## src/rtl/red_pitaya_boxcar_pkg.sv

```systemverilog
// Shared definitions for the triggered boxcar integrator: FSM encoding and
// register map of the DSP bus slave.
package red_pitaya_boxcar_pkg;

  typedef enum logic [1:0] {
    ST_IDLE      = 2'd0,
    ST_DELAY     = 2'd1,
    ST_INTEGRATE = 2'd2,
    ST_DONE      = 2'd3
  } state_e;

  localparam logic [15:0] ADDR_CTRL  = 16'h0100;
  localparam logic [15:0] ADDR_DELAY = 16'h0104;
  localparam logic [15:0] ADDR_WIDTH = 16'h0108;
  localparam logic [15:0] ADDR_SHIFT = 16'h010C;
  localparam logic [15:0] ADDR_DATO  = 16'h0110;
  localparam logic [15:0] ADDR_NACC  = 16'h0114;
  localparam logic [15:0] ADDR_NMISS = 16'h0118;
  localparam logic [15:0] ADDR_RAW   = 16'h011C;

endpackage

```

## src/rtl/red_pitaya_saturate.sv

```systemverilog
// Combinational signed clamp from IN bits down to OUT bits.
module red_pitaya_saturate #(
  parameter int IN  = 32,
  parameter int OUT = 14
) (
  input  logic signed [IN-1:0]  in_i,
  output logic signed [OUT-1:0] out_o
);

  localparam logic signed [IN-1:0] MAXV = {{(IN-OUT+1){1'b0}}, {(OUT-1){1'b1}}};
  localparam logic signed [IN-1:0] MINV = {{(IN-OUT+1){1'b1}}, {(OUT-1){1'b0}}};

  // Clamp to the representable OUT-bit signed range
  always_comb begin
    out_o = in_i[OUT-1:0];
    if (in_i > MAXV)
      out_o = MAXV[OUT-1:0];
    else if (in_i < MINV)
      out_o = MINV[OUT-1:0];
  end

endmodule

```

## src/rtl/red_pitaya_boxcar_block.sv

```systemverilog
// Triggered boxcar integrator: on an accepted trigger wait `delay` cycles,
// sum dat_i over `width` samples, scale by 2^-shift, saturate and hold.
module red_pitaya_boxcar_block
  import red_pitaya_boxcar_pkg::*;
#(
  parameter int ACCBITS   = 32,
  parameter int WIDTHBITS = 16
) (
  input  logic        clk_i,
  input  logic        rstn_i,
  input  logic [13:0] dat_i,
  input  logic        trig_i,
  output logic [13:0] dat_o,
  output logic        valid_o,
  output logic        busy_o,
  output logic        gate_o,
  input  logic [15:0] addr,
  input  logic        wen,
  input  logic        ren,
  output logic        ack,
  output logic [31:0] rdata,
  input  logic [31:0] wdata
);

  state_e state_q, state_d;

  logic [31:0]                delay_q, delay_d;
  logic [WIDTHBITS-1:0]       width_q, width_d;
  logic [4:0]                 shift_q, shift_d;
  logic [31:0]                dly_cnt_q, dly_cnt_d;
  logic [WIDTHBITS-1:0]       wcnt_q, wcnt_d;
  logic [4:0]                 shift_w_q, shift_w_d;
  logic signed [ACCBITS-1:0]  acc_q, acc_d;
  logic [13:0]                dat_o_q, dat_o_d;
  logic                       valid_q, valid_d;
  logic [31:0]                raw_q, raw_d;
  logic [31:0]                nacc_q, nacc_d;
  logic [31:0]                nmiss_q, nmiss_d;
  logic                       ack_q, ack_d;
  logic [31:0]                rdata_q, rdata_d;

  logic                       trig;
  logic signed [ACCBITS-1:0]  dat_ext;
  logic signed [ACCBITS-1:0]  acc_sum;
  logic signed [ACCBITS-1:0]  acc_shift;
  logic signed [13:0]         sat_out;

  assign trig      = trig_i | (wen && (addr == ADDR_CTRL));
  assign dat_ext   = {{(ACCBITS-14){dat_i[13]}}, dat_i};
  assign acc_sum   = acc_q + dat_ext;
  assign acc_shift = acc_sum >>> shift_w_q;

  red_pitaya_saturate #(
    .IN  (ACCBITS),
    .OUT (14)
  ) u_sat (
    .in_i  (acc_shift),
    .out_o (sat_out)
  );

  // FSM next-state: IDLE -> (DELAY) -> INTEGRATE -> DONE -> IDLE
  always_comb begin
    state_d = state_q;
    case (state_q)
      ST_IDLE:      if (trig) state_d = (delay_q == '0) ? ST_INTEGRATE : ST_DELAY;
      ST_DELAY:     if (dly_cnt_q == '0) state_d = ST_INTEGRATE;
      ST_INTEGRATE: if (wcnt_q == '0) state_d = ST_DONE;
      ST_DONE:      state_d = ST_IDLE;
      default:      state_d = ST_IDLE;
    endcase
  end

  // Datapath, counters, configuration and bus slave.
  // The result is computed from acc_sum on the last INTEGRATE cycle so that
  // dat_o and valid_o change together as the FSM enters DONE.
  always_comb begin
    delay_d   = delay_q;
    width_d   = width_q;
    shift_d   = shift_q;
    dly_cnt_d = dly_cnt_q;
    wcnt_d    = wcnt_q;
    shift_w_d = shift_w_q;
    acc_d     = acc_q;
    dat_o_d   = dat_o_q;
    valid_d   = 1'b0;
    raw_d     = raw_q;
    nacc_d    = nacc_q;
    nmiss_d   = nmiss_q;
    ack_d     = wen | ren;
    rdata_d   = '0;

    if (trig) begin
      if (state_q == ST_IDLE) begin
        dly_cnt_d = delay_q - 32'd1;
        wcnt_d    = (width_q == '0) ? '0 : width_q - WIDTHBITS'(1);
        shift_w_d = shift_q;
        acc_d     = '0;
        nacc_d    = nacc_q + 32'd1;
      end else begin
        nmiss_d   = nmiss_q + 32'd1;
      end
    end

    if (state_q == ST_DELAY && dly_cnt_q != '0)
      dly_cnt_d = dly_cnt_q - 32'd1;

    if (state_q == ST_INTEGRATE) begin
      acc_d = acc_sum;
      if (wcnt_q != '0) begin
        wcnt_d = wcnt_q - WIDTHBITS'(1);
      end else begin
        dat_o_d = sat_out;
        valid_d = 1'b1;
        raw_d   = 32'(acc_sum);
      end
    end

    if (wen) begin
      case (addr)
        ADDR_DELAY: delay_d = wdata;
        ADDR_WIDTH: width_d = wdata[WIDTHBITS-1:0];
        ADDR_SHIFT: shift_d = wdata[4:0];
        default:    ;
      endcase
    end

    if (ren) begin
      case (addr)
        ADDR_CTRL:  rdata_d = {29'b0, (state_q != ST_IDLE), state_q};
        ADDR_DELAY: rdata_d = delay_q;
        ADDR_WIDTH: rdata_d = 32'(width_q);
        ADDR_SHIFT: rdata_d = {27'b0, shift_q};
        ADDR_DATO:  rdata_d = {{18{dat_o_q[13]}}, dat_o_q};
        ADDR_NACC:  rdata_d = nacc_q;
        ADDR_NMISS: rdata_d = nmiss_q;
        ADDR_RAW:   rdata_d = raw_q;
        default:    rdata_d = '0;
      endcase
    end
  end

  // State and datapath registers, cleared asynchronously
  always_ff @(posedge clk_i or negedge rstn_i) begin
    if (!rstn_i) begin
      state_q   <= ST_IDLE;
      delay_q   <= '0;
      width_q   <= WIDTHBITS'(1);
      shift_q   <= '0;
      dly_cnt_q <= '0;
      wcnt_q    <= '0;
      shift_w_q <= '0;
      acc_q     <= '0;
      dat_o_q   <= '0;
      valid_q   <= 1'b0;
      raw_q     <= '0;
      nacc_q    <= '0;
      nmiss_q   <= '0;
      ack_q     <= 1'b0;
      rdata_q   <= '0;
    end else begin
      state_q   <= state_d;
      delay_q   <= delay_d;
      width_q   <= width_d;
      shift_q   <= shift_d;
      dly_cnt_q <= dly_cnt_d;
      wcnt_q    <= wcnt_d;
      shift_w_q <= shift_w_d;
      acc_q     <= acc_d;
      dat_o_q   <= dat_o_d;
      valid_q   <= valid_d;
      raw_q     <= raw_d;
      nacc_q    <= nacc_d;
      nmiss_q   <= nmiss_d;
      ack_q     <= ack_d;
      rdata_q   <= rdata_d;
    end
  end

  assign dat_o   = dat_o_q;
  assign valid_o = valid_q;
  assign busy_o  = (state_q != ST_IDLE);
  assign gate_o  = (state_q == ST_INTEGRATE);
  assign ack     = ack_q;
  assign rdata   = rdata_q;

endmodule

```

## config.mk

```make
export PLATFORM = sky130hd
export DESIGN_NAME = red_pitaya_boxcar_block
export DESIGN_NICKNAME = d
export VERILOG_FILES = /design/src/rtl/red_pitaya_boxcar_pkg.sv /design/src/rtl/red_pitaya_saturate.sv /design/src/rtl/red_pitaya_boxcar_block.sv
export SDC_FILE = /design/constraint.sdc
export NUM_CORES = 1
export LEC_CHECK = 0
export CAP_MARGIN = 20
export CORE_MARGIN = 2
export CORE_UTILIZATION = 50
export CTS_BUF_LIST = sky130_fd_sc_hd__clkbuf_16
export CTS_CLUSTER_DIAMETER = 80
export DETAILED_ROUTE_END_ITERATION = 10
export GPL_TIMING_DRIVEN = 1
export PLACE_DENSITY_LB_ADDON = 0.15
export SYNTH_ARGS = -nofsm -noshare
export SYNTH_HDL_FRONTEND = slang
export SYNTH_SLANG_ARGS = --single-unit
```

## constraint.sdc

```tcl
create_clock -name clk_i -period 4.9 [get_ports clk_i]
set_clock_uncertainty 0.05 [all_clocks]
set_input_delay 0.49 -clock clk_i [delete_from_list [all_inputs] [get_ports clk_i]]
set_output_delay 0.49 -clock clk_i [all_outputs]
set_load 0.05 [all_outputs]
```

# Yosys cells after proc, flatten, opt, wreduce, memory -nomap -nowiden
# Index checks and enable logic that the tools add are counted.
# classes
add_sub_neg	7
magnitude_cmp	2
eq_ne	14
n_shift	1
mux	22
bitwise_logic	4
reduce_logical	23
# ops
cell	count
32-bit one-hot mux with 8 select lines	1
32-bit two-way mux	7
16-bit by 9-bit == test with 1-bit output, second input constant	8
16-bit two-way mux	5
32-bit by 1-bit adder with 32-bit output, second input constant	2
32-bit zero test	2
32-bit by 1-bit subtractor with 32-bit output, second input constant	2
32-bit by 14-bit adder with 32-bit output	1
32-bit by 14-bit greater-than comparator with 1-bit output, second input constant	1
16-bit zero test	2
32-bit by 14-bit less-than comparator with 1-bit output, second input constant	1
32-bit nonzero test	1
32-bit by 5-bit >>> shifter with 32-bit output	1
16-bit by 1-bit subtractor with 16-bit output, second input constant	2
14-bit two-way mux	2
2-bit AND reduction	8
16-bit nonzero test	1
2-bit nonzero test	5
2-bit two-way mux	4
2-bit one-hot mux with 4 select lines	1
2-bit == test, second input constant	2
2-bit inequality test, second input constant	2
3-bit AND reduction	1
2-bit by 1-bit == test with 1-bit output, second input constant	1
other kinds (6)	10
# totals
ff_bits	284
inputBits	67
output_inout_bits	50
wordCells	88

# Logic depth before layout (Yosys ltp)
# Gate-level depths: netlist (run 1).
# depth
word_depth	6
ltp_mapped	17
mapped_depth_nobuf	14

# Hierarchy
# From an unflattened synthesis (run 1), not the netlist that was laid out.
# hier_totals
cells_unflattened	2251
hier_area_um2	19282.2
# modules_own_cells
mod	instances	cells_each	area_each_um2	seq_area_each_um2
red_pitaya_boxcar_block	1	2221	19064.5	7108.1
red_pitaya_saturate	1	30	217.7	0.0

# Worst setup path before layout (run 1)
# Ideal clock, no wire load.
# synth_timing
path_kind	register to register
from	register dly_cnt_q[2]
to	register dly_cnt_q[26]
setup_time_ns	0.066
t_arrival_ns	5.026
t_required_ns	4.784
setup_slack_ns	-0.242
path_stages_with_launch	17
path_buffers	4
period_less_slack_ns	5.142
cell_sequence	dfrtp_1 > or3_1 > nand4b_1 > o41ai_4 > clkbuf_1 > clkbuf_1 > clkbuf_1 > clkbuf_1 > mux2i_1 > ha_1 > nand4_1 > nor4b_1 > o21ai_1 > nand2b_1 > a211oi_1 > mux2i_1 > o31a_1
# synth_via
elab_chain_cells	4
elab_cells_between_ends	7
classes_between	add/sub (1); mux (1); reduce/logical (5)
# synth_lines
element	line_no	rtl
from (decl)	red_pitaya_boxcar_block.sv:30	logic [31:0] dly_cnt_q, dly_cnt_d;
from (signal assigned)	red_pitaya_boxcar_block.sv:165	dly_cnt_q <= dly_cnt_d;
branches (longest 4 deep; another with 32-bit by 1-bit subtractor with 32-bit output)	-	
# Parallel ways; which one is timed is not known.
# A chain may end at the register's enable or synchronous reset.

# Worst setup path in the final report (run 1)
# layout_timing
from	input dat_i[0]
to	register dat_o_q[4] (netlist: dat_o[4])
# layout_via
elab_chain_cells	5
elab_cells_between_ends	6
classes_between	add/sub (1); order compare (2); shift (1); mux (2)
# layout_lines
element	line_no	rtl
from (decl)	red_pitaya_boxcar_block.sv:11	input logic [13:0] dat_i,
32-bit by 14-bit adder with 32-bit output (*)	red_pitaya_boxcar_block.sv:50	assign acc_sum = acc_q + dat_ext;
32-bit by 5-bit >>> shifter with 32-bit output (*)	red_pitaya_boxcar_block.sv:51	assign acc_shift = acc_sum >>> shift_w_q;
32-bit by 14-bit less-than comparator with 1-bit output	red_pitaya_saturate.sv:18	else if (in_i < MINV)
14-bit two-way mux	red_pitaya_saturate.sv:18	
14-bit two-way mux (*)	red_pitaya_saturate.sv:16	if (in_i > MAXV)
to (signal assigned)	red_pitaya_boxcar_block.sv:169	dat_o_q <= dat_o_d;
to (decl)	red_pitaya_boxcar_block.sv:34	logic [13:0] dat_o_q, dat_o_d;
# Mark *: on every way between the ends. The rest lies on a longest branch, timed or not.

==> results of run 1 <==
## layer usage
metal / GRT usage / vias up / part of all wire
li1: - / 8616 / -
met1: 0.4842 / 9261 / 0.44
met2: 0.5410 / 834 / 0.45
met3: 0.05127 / 128 / 0.080
met4: 0.1158 / 0 / 0.032
met5: 0 / - / 0
## repair_timing
item,4_1_cts,5_1_grt
endpoints found under the setup margin,0,13
hold endpoints to repair,84,0
gates resized for setup,0,11
buffers inserted,0,0
hold buffers,1,0
## registers in the layout (all words and copies together) (netlist names)
register   cells
width_q       16
raw_q         32
valid_o        1
ack            1
state_q        2
dat_o         14
shift_w_q      5
rdata         32
shift_q        5
wcnt_q        16
nmiss_q       32
acc_q         32
nacc_q        32
delay_q       32
dly_cnt_q     32
## through the flow
step | worst slack [ps] | TNS [ps]
finish | 234.0 | 0
global route | 0.9108 | 0
CTS | 194.8 | 0
detailed placement | -381.9 | -3877
global placement | -252.0 | -2945
floorplan | 31.65 | 0
## worst reg2reg max path, stage by stage (launching register included)
cell and delay, ps:
dfrtp_1 410, ha_1 300, a211oi_1 300, buf_4 180, o21ai_1 110, buf_4 170
a211oi_1 220, buf_4 170, o22a_1 210, nand2_1 210, mux4_2 570, o221a_1 260
a211oi_1 270, buf_4 170, o2111ai_1 110, o31ai_1 320, a31oi_1 120, buf_4 200
nor3_1 220
## kinds of logic after synthesis
kind of cell               Yosys count
AOI/OAI and AO/OA                  607
xor gates and xnor gates           104
adders and majority gates           41
buffers and inverters              169
DFF                                284
muxes                              144
and+or+nand+nor                    789
## power breakdown
part / internal [uW] / switching (uW) / leakage, uW
combinational: 3440 / 4550 / 0.00631
clock: 1400 / 1060 / 0.000534
sequential: 2720 / 405 / 0.00353
total: 7560 / 6020 / 0.0104
## cells in the mapped netlist (16+ instances only)
library cell,number,area [um2]
xor2_1,35,306.5
nand2_1,267,1002
nand4_1,45,281.5
or3_1,20,125.1
nor3_1,79,395.4
dfrtp_1,283,7082
a311oi_1,16,140.1
xnor2_1,69,604.3
nor4_1,25,156.4
a221oi_1,23,201.4
mux2i_1,50,500.5
and3_1,21,131.4
o211ai_1,20,150.1
o22ai_1,19,118.9
a21o_1,21,157.7
clkbuf_1,106,397.9
and2_1,19,118.9
mux2_2,74,833.3
a211oi_1,39,292.8
o21ai_0,110,550.5
nand3_1,50,250.2
ha_1,40,500.5
nor2_1,197,739.5
mux4_2,19,427.9
a22oi_1,24,180.2
a22o_1,26,227.7
a21oi_1,119,595.6
a31oi_1,42,262.8
inv_1,30,112.6
## placed cells by master, fill, tap and decap left out, types with 14 or more instances in the layout
| master | instances |
|---|---|
| a22oi_1 | 24 |
| a31oi_1 | 42 |
| nor2_1 | 195 |
| a221oi_1 | 21 |
| and2_1 | 19 |
| nor3_1 | 78 |
| clkdlybuf4s50_1 | 115 |
| nand2b_1 | 14 |
| and3_1 | 21 |
| o211ai_1 | 20 |
| a211oi_1 | 39 |
| nor4_1 | 25 |
| xor2_1 | 34 |
| ha_1 | 40 |
| buf_4 | 288 |
| o21ai_0 | 109 |
| mux2i_1 | 50 |
| clkbuf_16 | 36 |
| dfrtp_1 | 283 |
| or3_1 | 20 |
| a21oi_1 | 119 |
| a311oi_1 | 16 |
| a21o_1 | 21 |
| inv_1 | 32 |
| mux4_2 | 19 |
| o22ai_1 | 19 |
| mux2_2 | 74 |
| xnor2_1 | 69 |
| a22o_1 | 26 |
| nand4_1 | 45 |
| nand3_1 | 50 |
| nand2_1 | 267 |
## worst min path at each step
stage	startpoint	endpoint	slack [ps]	depth (start not counted)
after floorplan	rstn_i	acc_q[0]	140	0
after global placement	raw_q[13]	raw_q[13]	410	2
after detailed placement	raw_q[13]	raw_q[13]	420	2
after CTS	raw_q[13]	raw_q[13]	430	2
after global routing	raw_q[13]	raw_q[13]	440	2
final	raw_q[13]	raw_q[13]	420	2
## area by class of cell
class	count	area [um2]	area share
flip-flops and latches	284	7108	0.3023
clock inverters	24	172.7	0.007344
repair buffers	409	3417	0.1453
inverters	33	123.9	0.005268
multi-input cells	1685	11150	0.4742
clock buffers	36	900.9	0.03831
well taps	511	639.4	0.02719
==> impl_metrics.env, run 1 <==
export IMPL_critPathLaunchType="input port"
export IMPL_die_h_um=198.3
export IMPL_vias=18839
export IMPL_design_area_um2=23510
export IMPL_critPathMostFrequentCell="buf_4"
export IMPL_synth_simple_area_share=0.1964
export IMPL_n_antenna_cell=0
export IMPL_outcome="complete, no violations"
export IMPL_syn2layout_area_growth_pct=24.57
export IMPL_nets=2556
export IMPL_cp_buffers_inverters=5
export IMPL_n_fill_cell=3183
export IMPL_cp_slowest_stage_delay_ps=520
export IMPL_crit_arrival_ps=5070
export IMPL_insertion_delay_ps=550
export IMPL_vdd_drop_max_mv=0.4023
export IMPL_fin_util=0.6287
export IMPL_setup_viol=0
export IMPL_critPathCaptureType="flip-flop"
export IMPL_fin_hold_ws_ps=422.4
export IMPL_cap_viol_max_count=0
export IMPL_slowest_stage="mux4_2"
export IMPL_portBuffers=116
export IMPL_io_pin_count=117
export IMPL_critPathRequiredTime_ps=5300
export IMPL_period_needed_ps=4666
export IMPL_grt_pass1_vias=17964
export IMPL_dp_cells=2919
export IMPL_drive_above_1_share=0.1947
export IMPL_clockBufferDepth=3
export IMPL_totalWireLength_mm=67.44
export IMPL_synthFlopType="dfrtp_1"
export IMPL_crit_chain="clkdlybuf4s50_1 -> ha_1 -> fa_1 -> a21o_1 -> a221oi_2 -> buf_4 -> o22a_1 -> buf_4 -> a21boi_2 -> nand2b_1 -> mux4_2 -> o221a_1 -> a211oi_1 -> buf_4 -> o2111ai_1 -> o31ai_1 -> a31oi_1 -> buf_4 -> nor3_1"
export IMPL_synth_compound_area_frac=0.2217
export IMPL_grt_ovfl_total=0
export IMPL_die_area_um2=39320
export IMPL_fin_cells=2982
export IMPL_tightest_slew_ps=853.7
export IMPL_grtUsageTotal=0.3436
export IMPL_cts_root_buf="clkbuf_16"
export IMPL_ant_nets=0
export IMPL_slew_viol_final=0
export IMPL_dpl_hpwl_mm=51.31
export IMPL_grt_max_degree=96
export IMPL_cts_tree="done"
export IMPL_cts_buffers=35
export IMPL_synth_seq_area_share=0.3766
export IMPL_h_tree_depth=2
export IMPL_synth_seq_cells=284
export IMPL_drc=0
export IMPL_grt_pass1_wl_mm=104.1
export IMPL_synthCells=2138
export IMPL_muxShareOfSynthArea=0.09393
export IMPL_worstHoldPathType="flip-flop to flip-flop"
export IMPL_crit_path_end="dat_o[4]"
export IMPL_finalPower_uw=13580
export IMPL_placed_cell_area_um2=22350
export IMPL_cp_startpoint="dat_i[0]"
export IMPL_gp_congestion=0.9859
export IMPL_path_delay_family="compound AO/OA/AOI/OAI gates"
export IMPL_synth_area_per_cell_um2=8.828
export IMPL_synth_nets=2246
export IMPL_routedWlPerCell_um=22.62
export IMPL_crit_cells=19
export IMPL_synthXorXnorAreaFrac=0.04826
export IMPL_viasPerCell=6.318
export IMPL_maxSlewHeadroom=0.4309
export IMPL_syn_area_um2=18870
export IMPL_drt_iter0_drc=1865
export IMPL_row_count=71
export IMPL_r2r_start="acc_q[1]"
export IMPL_synth_cell_types=89
export IMPL_hold_violations=0
export IMPL_reg2regPathDepth=18
export IMPL_postSynth_asyncResetShare=1.000
export IMPL_grt_antenna_before_repair=4
export IMPL_max_freq_mhz=214.3
export IMPL_cp_max_fo=13
export IMPL_start_util=0.5047
export IMPL_leakagePower_uw=0.01038
export IMPL_placeableCoreArea_um2=37400
export IMPL_dr_pass1_iters=7
export IMPL_ys_warn_count=0
export IMPL_synth_edf_count=0
export IMPL_synth_fa_ha_area_frac=0.02758
export IMPL_p_per_area_nw_per_um2=577.5
export IMPL_r2r_setup_slack_ps=230
export IMPL_crit_type="input port to flip-flop"
export IMPL_rsz0062_at_grt="false"
export IMPL_path_clk_slew_ps=50
export IMPL_fin_crit_sh=0.9523
export IMPL_die_width_um=198.3
export IMPL_synth_top_family_by_area="compound AO/OA/AOI/OAI gates"
export IMPL_rr_endpoint="dat_o[4]"
export IMPL_clock_sinks=284
(Power assumes the default switching activity.)
==> run 2: changes to the inputs <==
HOLD_SLACK_MARGIN = 0.1   (was unset)
==> results of run 2 <==
No change in the layout: final DEF, timing and power equal those of run 1.
